==> config.mk <==
export PLATFORM = sky130hd
export DESIGN_NAME = blink_hex_bank_flat
export DESIGN_NICKNAME = d
export VERILOG_FILES = /design/src/rtl/blink_hex_bank_if.sv /design/src/rtl/blink_hex_bank.sv /design/src/flat_wrapper.sv
export SDC_FILE = /design/constraint.sdc
export NUM_CORES = 1
export LEC_CHECK = 0
export ABC_AREA = 0
export CAP_MARGIN = 10
export CORE_UTILIZATION = 40
export DETAILED_ROUTE_END_ITERATION = 10
export GPL_TIMING_DRIVEN = 0
export PLACE_DENSITY = 0.68
export SLEW_MARGIN = 20
export SYNTH_ARGS = -nofsm -noshare
export SYNTH_HDL_FRONTEND = slang
export SYNTH_SLANG_ARGS = --single-unit
==> constraint.sdc <==
create_clock -name clk_i -period 2.15 [get_ports clk_i]
set_clock_uncertainty 0.2 [all_clocks]
set_input_delay 0.645 -clock clk_i [delete_from_list [all_inputs] [get_ports clk_i]]
set_output_delay 0.645 -clock clk_i [all_outputs]
set_load 0.005 [all_outputs]
==> src/rtl/blink_hex_bank_if.sv <==
// rtl/blink_hex_bank_if.sv - digit value/mode/wake/sync inputs and hex/phase outputs of the blink bank
interface blink_hex_bank_if #(
  parameter int DIGITS = 4
);
  logic [4*DIGITS-1:0] values;
  logic [2*DIGITS-1:0] mode;
  logic [DIGITS-1:0]   wake;
  logic                sync;
  logic [7*DIGITS-1:0] hex;
  logic                phase;

  // Controller side: drives digit contents and blink controls.
  modport master (
    output values, mode, wake, sync,
    input  hex, phase
  );

  // Display bank side.
  modport slave (
    input  values, mode, wake, sync,
    output hex, phase
  );
endinterface

==> src/rtl/blink_hex_bank.sv <==
// rtl/blink_hex_bank.sv - multi-digit 7-segment driver with shared blink prescaler and per-digit wake
module blink_hex_bank #(
  parameter int DIGITS      = 4,
  parameter int HALF_PERIOD = 4096,
  parameter int ACTIVE_LOW  = 1
) (
  input  logic           clk_i,
  input  logic           reset_i,
  blink_hex_bank_if.slave bus
);

  localparam int              CW    = (HALF_PERIOD > 2) ? $clog2(HALF_PERIOD) : 1;
  localparam logic [CW-1:0]   LAST  = CW'(HALF_PERIOD - 1);
  localparam logic [6:0]      BLANK = (ACTIVE_LOW != 0) ? 7'h7F : 7'h00;

  typedef enum logic [1:0] {
    ST_OFF  = 2'd0,
    ST_ON   = 2'd1,
    ST_WAKE = 2'd2
  } state_t;

  logic [CW-1:0]       count_q, count_d;
  logic                phase_q, phase_d;
  logic                tick;
  state_t              state_q [DIGITS];
  state_t              state_d [DIGITS];
  logic [7*DIGITS-1:0] hex_q, hex_d;

  // Segment pattern {g,f,e,d,c,b,a} for a hex nibble, polarity applied at the end.
  function automatic logic [6:0] glyph(input logic [3:0] v);
    logic [6:0] g;
    case (v)
      4'h0: g = 7'h3F;
      4'h1: g = 7'h06;
      4'h2: g = 7'h5B;
      4'h3: g = 7'h4F;
      4'h4: g = 7'h66;
      4'h5: g = 7'h6D;
      4'h6: g = 7'h7D;
      4'h7: g = 7'h07;
      4'h8: g = 7'h7F;
      4'h9: g = 7'h6F;
      4'hA: g = 7'h77;
      4'hB: g = 7'h7C;
      4'hC: g = 7'h39;
      4'hD: g = 7'h5E;
      4'hE: g = 7'h79;
      default: g = 7'h71;
    endcase
    return (ACTIVE_LOW != 0) ? ~g : g;
  endfunction

  // Prescaler, phase and per-digit next state; outputs are derived from the state after this edge.
  always_comb begin
    logic [1:0] m;
    logic       lit_want;
    tick    = (count_q == LAST) & ~bus.sync;
    count_d = count_q + CW'(1);
    phase_d = phase_q;
    hex_d   = '0;
    m        = 2'b00;
    lit_want = 1'b0;
    if (bus.sync) begin
      // sync wins over a coincident tick: restart in the lit half
      count_d = '0;
      phase_d = 1'b1;
    end else if (tick) begin
      count_d = '0;
      phase_d = ~phase_q;
    end
    for (int i = 0; i < DIGITS; i++) begin
      state_d[i] = ST_OFF;
      m          = bus.mode[2*i +: 2];
      lit_want   = (m == 2'b01) ? phase_d : ~phase_d;
      case (m)
        2'b00: state_d[i] = ST_ON;
        2'b10: state_d[i] = ST_OFF;
        default: begin
          if (lit_want)
            state_d[i] = ST_ON;
          else if (state_q[i] == ST_WAKE && !tick && !bus.sync)
            state_d[i] = ST_WAKE;
          else if (bus.wake[i])
            state_d[i] = ST_WAKE;
          else
            state_d[i] = ST_OFF;
        end
      endcase
      hex_d[7*i +: 7] = (state_d[i] != ST_OFF) ? glyph(bus.values[4*i +: 4]) : BLANK;
    end
  end

  // State, prescaler and registered segment outputs; reset blanks every digit.
  always_ff @(posedge clk_i) begin
    if (reset_i) begin
      count_q <= '0;
      phase_q <= 1'b1;
      hex_q   <= {DIGITS{BLANK}};
      for (int i = 0; i < DIGITS; i++) state_q[i] <= ST_OFF;
    end else begin
      count_q <= count_d;
      phase_q <= phase_d;
      hex_q   <= hex_d;
      for (int i = 0; i < DIGITS; i++) state_q[i] <= state_d[i];
    end
  end

  assign bus.hex   = hex_q;
  assign bus.phase = phase_q;

endmodule

==> src/flat_wrapper.sv <==
// flat-port wrapper written by rule: the top's interface ports become plain ports
module blink_hex_bank_flat 
#(
  parameter int DIGITS      = 4,
  parameter int HALF_PERIOD = 4096,
  parameter int ACTIVE_LOW  = 1
)
  (clk_i, reset_i, bus_values, bus_mode, bus_wake, bus_sync, bus_hex, bus_phase);
  blink_hex_bank_if #(.DIGITS(DIGITS)) bus_i ();
  input  logic clk_i;
  input  logic reset_i;
  input wire logic [$bits(bus_i.values)-1:0] bus_values;
  input wire logic [$bits(bus_i.mode)-1:0] bus_mode;
  input wire logic [$bits(bus_i.wake)-1:0] bus_wake;
  input wire logic [$bits(bus_i.sync)-1:0] bus_sync;
  output wire logic [$bits(bus_i.hex)-1:0] bus_hex;
  output wire logic [$bits(bus_i.phase)-1:0] bus_phase;
  assign bus_i.values = bus_values;
  assign bus_i.mode = bus_mode;
  assign bus_i.wake = bus_wake;
  assign bus_i.sync = bus_sync;
  assign bus_hex = bus_i.hex;
  assign bus_phase = bus_i.phase;
  blink_hex_bank #(.DIGITS(DIGITS), .HALF_PERIOD(HALF_PERIOD), .ACTIVE_LOW(ACTIVE_LOW)) u_core (.clk_i(clk_i), .reset_i(reset_i), .bus(bus_i));
endmodule
Word-level counts from Yosys, hierarchy flattened:

Memory sizes are Yosys's and may differ from the RTL's.
Index checks and enable logic that the tools add are counted.

* register bits: 41
* memory bits (writable): 8
* memory bits (read-only): 448
* input bits: 31
* output and inout port bits: 29
* logic and storage cells: 93
* memories: 5

Memory list
* (no name shown): depth 16, bits a word 7, rd ports 1, clocked after memory_dff 0, wr ports 0, line blink_hex_bank.sv:32 `case (v)`
* (no name shown): depth 16, bits a word 7, rd ports 1, clocked after memory_dff 0, wr ports 0, line blink_hex_bank.sv:32
* (no name shown): depth 16, bits a word 7, rd ports 1, clocked after memory_dff 0, wr ports 0, line blink_hex_bank.sv:32
* (no name shown): depth 16, bits a word 7, rd ports 1, clocked after memory_dff 0, wr ports 0, line blink_hex_bank.sv:32
* u_core.state_q: depth 4, bits a word 2, rd ports 4, clocked after memory_dff 0, wr ports 4, line blink_hex_bank.sv:25 `state_t state_q [DIGITS];`

* $add $sub $neg: 1
* equality and inequality tests: 13
* muxes and demuxes: 29
* bitwise gates (word level): 16
* reductions and logical operators: 23

Operators with widths (count)
* $mux W2: 16
* $not A7 Y7: 4
* $eq A2 B2 Y1 const B: 8
* $pmux W2 S2: 4
* $add A12 B1 Y12 const B: 1
* $eq A12 B12 Y1 const B: 1
* $mux W1: 9
* $eq A2 B1 Y1 const B: 4
* $logic_and A1 B1 Y1: 8
* $logic_not A2 Y1: 4
* $reduce_bool A2 Y1: 4
* $reduce_or A2 Y1: 4
* $not A1 Y1: 7
* $or A1 B1 Y1: 4
* $reduce_or A3 Y1: 1
* $logic_not A1 Y1: 2
* $and A1 B1 Y1: 1

Logic depth before layout (Yosys ltp):

Gate-level depths: netlist of run 1.

* depth in word-level cells: 11
* gate-level depth with buffers: 7
* mapped depth without buffers: 6

Worst setup path before layout of run 1:

No wires, ideal clock.

* kind: reg2reg
* start point: register u_core.count_q[0]
* end point: register u_core.hex_q[7] (netlist: u_core.bus.hex[7])
* library setup time: 146 ps
* arrival: 1725 ps
* data required time: 1804 ps
* slack: 79 ps
* cell stages (with the launch flop): 7
* buffers on the path: 0
* clock period less this slack: 2071 ps
* path through: dfxtp_1 ha_1 and4_1 a31o_2 a21o_1 a31oi_1 nand4b_1

* cells in the longest elaborated chain, start to end: 11
* elaborated cells on any way between the ends: 15
* classes of those cells: 1 x eq/ne; 6 x mux; 3 x bitwise; 5 x reduce/logical

RTL lines
* start, declared: line blink_hex_bank.sv:22 `logic [CW-1:0] count_q, count_d;`
* start signal, assigned: line blink_hex_bank.sv:101 `count_q <= count_d;`
* $eq A12 B12 Y1 *: line blink_hex_bank.sv:57 `tick = (count_q == LAST) & ~bus.sync;`
* $and A1 B1 Y1 *: line blink_hex_bank.sv:57
* $mux W1 or $logic_not A1 Y1 (tied branches): line blink_hex_bank.sv:67, blink_hex_bank.sv:81
* $mux W1 or $logic_and A1 B1 Y1 (tied branches): line blink_hex_bank.sv:63, blink_hex_bank.sv:81
* $not A1 Y1 or $logic_and A1 B1 Y1 (tied branches): line blink_hex_bank.sv:74, blink_hex_bank.sv:81
* $mux W1 or $mux W2 (tied branches): line blink_hex_bank.sv:74, blink_hex_bank.sv:81
* $mux W2 *: line blink_hex_bank.sv:79 `if (lit_want)`
* $pmux W2 S2 *: line blink_hex_bank.sv:75 `case (m)`
* $reduce_bool A2 Y1 *: line blink_hex_bank.sv:89 `hex_d[7*i +: 7] = (state_d[i] != ST_OFF) ? glyph(bus.values[4*i +: 4]) : BLANK;`
* $not A1 Y1 (no line) *
* $reduce_or A2 Y1 (no line) *
* end signal, assigned: line blink_hex_bank.sv:98 `hex_q <= {DIGITS{BLANK}};`
* end, declared: line blink_hex_bank.sv:27 `logic [7*DIGITS-1:0] hex_q, hex_d;`

Mark *: on every way between the ends. The rest lies on a longest branch, timed or not.
A chain may end at the register's enable or synchronous reset.

Worst setup path after layout of run 1:

* start point: register u_core.phase_q (netlist: u_core.bus.phase)
* end point: output port bus_phase

RTL lines
* start, declared: line blink_hex_bank.sv:23 `logic phase_q, phase_d;`
* start signal, assigned: line blink_hex_bank.sv:102 `phase_q <= phase_d;`
* end, declared: line flat_wrapper.sv:17 `output wire logic [$bits(bus_i.phase)-1:0] bus_phase;`

No word-level cell between the ends.

==> results of run 1 <==
[cell type report]
type                    count  area (sq um)
clock buffers               6          82.6
repair buffers             60           588
flip-flops and latches     49           982
fillers                   557          2800
well taps                  77          96.3
clock inverters             2          37.5
plain buffers              14          72.6
multi-input cells         210          1720
inverters                  21          78.8
[cells in the final DEF (no fill, tap or decap), drive strengths merged, types with 9 or more instances in the layout]
cell,instances
inv,21
dfxtp,49
mux2i,12
nor2,36
nand4b,13
a31oi,9
nor3,10
nand3,27
clkdlybuf4s50,46
clkbuf,15
ha,21
buf,10
[cell usage after synthesis (all sizes together) (2+ instances only)]
master	n	area [sq um]
clkbuf	9	33.8
and3	2	12.5
nand2	7	26.3
xor2	8	70.1
buf	6	37.5
a311oi	4	35.0
mux2	3	33.8
xnor2	6	52.6
a31oi	9	56.3
nor4b	4	41.3
nand4b	13	114
nor2b	8	50.1
mux2i	12	120
ha	21	263
nor3	10	50.1
a211oi	8	60.1
nand4	3	25.0
nand3	27	135
mux4	4	90.1
a221oi	6	52.6
a32oi	4	35.0
a211o	4	35.0
and4	3	26.3
a21oi	2	21.3
inv	21	78.8
nor2	36	135
dfxtp	49	981
[cell families after synthesis]
logic type / after synthesis
DFF: 49
buffers and inverters: 36
AOI/OAI and AO/OA: 40
adders and majority gates: 21
muxes: 19
xor gates and xnor gates: 14
and+or+nand+nor: 116
[per-stage QoR]
| stage | std cells | util | setup TNS (ns) | hold WS [ns] |
|---|---|---|---|---|
| floorplan | 295 | - | 0 | 0.226 |
| global placement | 427 | 0.520 | -23.64 | 0.241 |
| detailed placement | 427 | 0.520 | -23.26 | 0.253 |
| CTS | 439 | 0.561 | 0 | 0.274 |
| global route | 439 | 0.566 | -0.0108 | 0.270 |
| finish | 439 | 0.566 | 0 | 0.240 |
[power groups by stage]
stage          Combinational [W]  Clock, W  Sequential, W
2_1_floorplan           0.000199         0       0.000994
5_1_grt                 0.000458  0.000763       0.000975
4_1_cts                 0.000412  0.000717       0.000969
3_3_place_gp            0.000390         0       0.000990
6_report                0.000418  0.000699       0.000969
3_5_place_dp            0.000396         0       0.000989
[registers in the layout (all words and copies together) (netlist names)]
signal / cells
u_core.bus.hex: 28
u_core.count_q: 12
u_core.state_q: 8
u_core.bus.phase: 1
[path summary, 6_finish.rpt]
path	from	to	slack, ns	cells after the start
max	u_core.bus.phase	bus_phase	0.07	1
min	u_core.count_q[0]	u_core.count_q[0]	0.24	1
max reg2reg	u_core.count_q[0]	u_core.bus.hex[17]	0.10	8
min reg2reg	u_core.count_q[0]	u_core.count_q[0]	0.24	1
[metal layers]
| layer | up-vias | share of wire | track usage | wire length, microns |
|---|---|---|---|---|
| li1 | 1200 | - | - | - |
| met1 | 1159 | 0.44 | 0.247 | 2920 |
| met2 | 74 | 0.50 | 0.338 | 3300 |
| met3 | 2 | 0.054 | 0.0413 | 355 |
| met4 | 0 | 0.0044 | 0.0431 | 29 |
| met5 | - | 0 | 0 | 0 |
[repair_timing]
item,CTS,global route
pin swaps,8,6
hold buffers,0,0
endpoints found under the setup margin,39,40
setup buffers,5,0
resized for setup,28,10
==> metrics.txt, run 1 <==
Pwr Total=0.00209 W; outcome=complete, but fails checks; Synth Net Count=347; number of synthesized register bits=49; kind of critical path=register to output port; Wirelength per Cell=15.1 microns; RSZ-0062 raised after global routing=yes; first-pass GRT wire length=11300 microns; antenna violations before repair=0; RD Place Congestion=0.879; Starting Density=0.420; DRC=8; Final Setup Violations=0; # H-tree levels=2; Async SR Flop Fraction=0; DRT iter0 DRCs=147; Die Ht=84.4 microns; post-synthesis sequential area ratio=0.361; Overflow after GRT=0; Period minus WS final=2.08 ns; failing checks=DRC; ys flop type=dfxtp_1; post-synthesis mux area share=0.0899; DP Area=3360 sq um; MaxCap Viol Count=0; Unique masters post-synth=37; final WL=6610 microns; area added between synthesis and finish=34.8%; Layout Nets=413; Post-Synth Simple-Gate Area=0.235; post-DP HPWL=4490 microns; Die Width=84.4 microns; Critical Path Sink Type=output port; WP data arrival=1.23 ns; worst setup margin=0.0743 ns; largest family of logic cells by synthesized area=simple AND/OR/NAND/NOR gates; Psw=0.000536 W; WP data required=1.30 ns; Slew Viols, Final=0; ANT nets after route=0; critical path, cell by cell=clkdlybuf4s50_1; P_int=0.00155 W; max_slew headroom=0.580; YS warnings=0; Vias=2435; worst path buffer plus inverter count=1; Placeable Area=6460 sq um; Synth Area in Compound Gates=0.117; largest net degree at the start of global routing=16; layout cells sized above 1=0.122; Clk pwr share=0.335; mapped cell area=2710 sq um; worst-margin pin slew=0.630 ns; final instance area=3660 sq um; I/O Buffers=55; vias in the first global route=2361; Final period util=0.965; Leakage Power=1.48 nW; Antenna Cells=0; Achievable Freq=0.482 GHz; sequential power share=0.464; insertion delay to the later sink of the worst-skew pair=0.30 ns; Syn Area/Cell=9.20 sq um; Comb pwr share=0.200; Die ar.=7120 sq um; worst ir drop on vdd=0.301 mV; num ports=60; CTS clk-pin slew, worst paths=0.09 ns; crit-path max FO=3; slowest CP cell=clkdlybuf4s50_1; worst-case clock buffer depth=2; GRT Total Usage=0.194; CTS Buf Count=5; type of the worst min-delay path=register to register; CP Launch Type=register; max incr delay on CP=0.52 ns; final hold vios=0; power density over cell area=570 nW/um^2; number of cell rows=29; clk root buf=clkbuf_8; Synth Area in XOR/XNOR=0.0452; CTS Sinks=49; CP delay by family, top=buffers and inverters; Detailed Routing Iterations Pass 1=8; Post-Syn Instances=295; Vias/cell=5.55; TritonCTS clock tree=built; Post-Place Setup Slack=-0.686 ns; post-synthesis adder-cell area fraction=0.0968; switch share=0.257; Post-synth EDFFs=0
(Power assumes the default switching activity.)
==> run 2: changes to the inputs <==
SETUP_SLACK_MARGIN = 0.15   (was unset)
==> run 2 against run 1 <==
  * The flow still finishes with violations (DRC)
  * Core utilization is 4.1 points higher
  * First-iteration DRC count is 22% lower
  * Cell count is 2.3% higher
  * Setup slack better by 0.061 ns
  * Sequential share of layout area is 1.5 points lower
  * Combinational power is 4% higher
  * Global-route usage is 0.083 points higher
  * Non-clock buffer count is 10 higher
  * Count of clock-buffer cells in the layout stayed put
  * Flip-flop and latch count stayed put
  * Wire length is 4.7% higher
==> metrics.txt, run 2 (synthesized netlist as in run 1, its figures left out) <==
area of the multi-input gates=1810 sq um (+5.5%); crit-path max FO=7 (+4); Critical Path Sink Type=register; Die Ht=84.4 microns (unchanged); Detailed Routing Iterations Pass 1=7 (-1); kind of critical path=register to register; RR Startpoint=u_core.count_q[0]; post-DP HPWL=4490 microns (unchanged); Leakage Power=1.62 nW (+9.7%); worst ir drop on vdd=0.302 mV (+0.27%); vias in the first global route=2405 (+1.9%); Die Width=84.4 microns (unchanged); slowest CP cell=dfxtp_4; Final period util=0.937 (-0.0283); num ports=60 (unchanged); MaxCap Viol Count=0 (unchanged); number of cell rows=29 (unchanged); # H-tree levels=2 (unchanged); commonest non-fill, non-tap cells in the layout=dfxtp_1, nor2_1, clkdlybuf4s50_1; Pwr Total=0.00211 W (+1.1%); Wirelength per Cell=15.4 microns (+2.4%); RSZ-0062 raised after global routing=yes; CP Launch Type=register; Layout Nets=423 (+2.4%); Period minus WS final=2.01 ns (-0.0609 ns); clk root buf=clkbuf_8; worst-margin pin slew=0.539 ns (-0.0913 ns); max incr delay on CP=0.37 ns (-0.15 ns); Final Util=0.608 (+0.0415); Final Setup Violations=0 (unchanged); CTS Sinks=49 (unchanged); worst-case clock buffer depth=2 (unchanged); first-pass GRT wire length=11300 microns (+0.25%); Overflow after GRT=0 (unchanged); outcome=complete, but fails checks; CTS clk-pin slew, worst paths=0.09 ns (about the same); Hold Crit Start=u_core.count_q[0]; Slew Viols, Final=0 (unchanged); CP startpoint=u_core.count_q[0]; flip-flop and latch area=995 sq um (+1.3%); largest net degree at the start of global routing=16 (unchanged); ANT nets after route=0 (unchanged); Final Non-Filler Cells=449 (+2.3%); reg2reg setup slack=0.14 ns (+0.04 ns); critical path, cell by cell=ha_4 > and4_4 > a31o_4 > a21o_4 > a31oi_4 > nand4b_1; CTS Buf Count=5 (unchanged); DRT iter0 DRCs=114 (-22%); max FFs per register=28 (unchanged); power density over cell area=537 nW/um^2 (-5.8%); Die ar.=7120 sq um (unchanged); GRT Total Usage=0.195 (+0.000834); final WL=6920 microns (+4.7%); RD Place Congestion=0.879 (unchanged); Placeable Area=6460 sq um (unchanged); antenna violations before repair=0 (unchanged); Vias=2495 (+2.5%); cts hold-fix bufs=0 (unchanged); WP data required=2.12 ns (+0.82 ns); most common cell after layout, fill and taps aside=dfxtp_1; max_slew headroom=0.641 (+0.0609); TritonCTS clock tree=built; insertion delay to the later sink of the worst-skew pair=0.30 ns (about the same); Vias/cell=5.56 (+0.18%); placed insts=427 (unchanged); final hold vios=0 (unchanged); WP data arrival=1.98 ns (+0.75 ns); failing checks=DRC; Antenna Cells=0 (unchanged); fill count=534 (-4.1%); type of the worst min-delay path=register to register; DRC=8 (unchanged); I/O Buffers=55 (unchanged); area added between synthesis and finish=44.6%; layout cells sized above 1=0.226 (+0.104); Starting Density=0.420 (unchanged); Achievable Freq=0.496 GHz (+3.0%)
## run 2: changes by cell type in the layout (fill, tap and decap cells not counted), moves of 6 or more
cell,previous run,this run
dlygate4sd2_1,8,2
dfxtp_2,1,8
nand3_2,0,6
dfxtp_1,48,40
buf_6,4,12
clkbuf_2,1,10
dlymetal6s2s_1,1,20
nand3_1,27,21
clkdlybuf4s50_1,46,26
## run 2: layout make-up
cell class                 instances  share of cell area
inverter                          21              0.0201
timing repair buffer              69               0.182
clock inverter                     2             0.00956
buffer                            15              0.0268
clock buffer                       6              0.0210
sequential                        49               0.253
multi-input combinational        210               0.462
tap                               77              0.0245
## run 2: path summary, 6_finish.rpt
path / endpoint / cells past startpoint
max: u_core.bus.hex[8] / 6
min: u_core.count_q[0] / 1
max reg2reg: u_core.bus.hex[8] / 6
min reg2reg: u_core.count_q[0] / 1
## run 2: repair_timing
action,in CTS,in global routing
setup endpoints to repair,48,62
pin swaps,9,9
resized for setup,46,72
buffers inserted,8,6
## run 2: power by group
group	internal (W)	switching (W)
sequential	0.000955	0.0000143
combinational	0.000223	0.000212
clock	0.000379	0.000325
## run 2: through the flow
step	setup TNS (ns)	area (sq um)	setup WS (ns)	hold WS (ns)
global placement	-23.64	3360	-0.723	0.241
finish	0	3930	0.135	0.254
CTS	0	3680	0.131	0.234
global route	0	3930	0.0821	0.271
detailed placement	-23.26	3360	-0.686	0.253
floorplan	0	2710	0.0790	0.226
## run 2: critical path, delay by kind of cell (launching register included)
| family | cells | cell delay (ns) |
|---|---|---|
| adders and majority gates | 1 | 0.16 |
| and+or+nand+nor | 2 | 0.34 |
| DFF | 1 | 0.37 |
| AOI/OAI and AO/OA | 3 | 0.80 |
## run 2: per-layer routing
metal | track usage | vias up | routed length (microns)
met5 | 0 | - | 0
met3 | 0.0413 | 4 | 298
met1 | 0.246 | 1196 | 2960
met4 | 0.0493 | 0 | 46
met2 | 0.340 | 71 | 3610
li1 | - | 1224 | -
==> run 3: changes to the inputs <==
SETUP_SLACK_MARGIN = unset   (was 0.15)
==> results of run 3 <==
Final layout, timing and power as in run 1 (identical DEF).
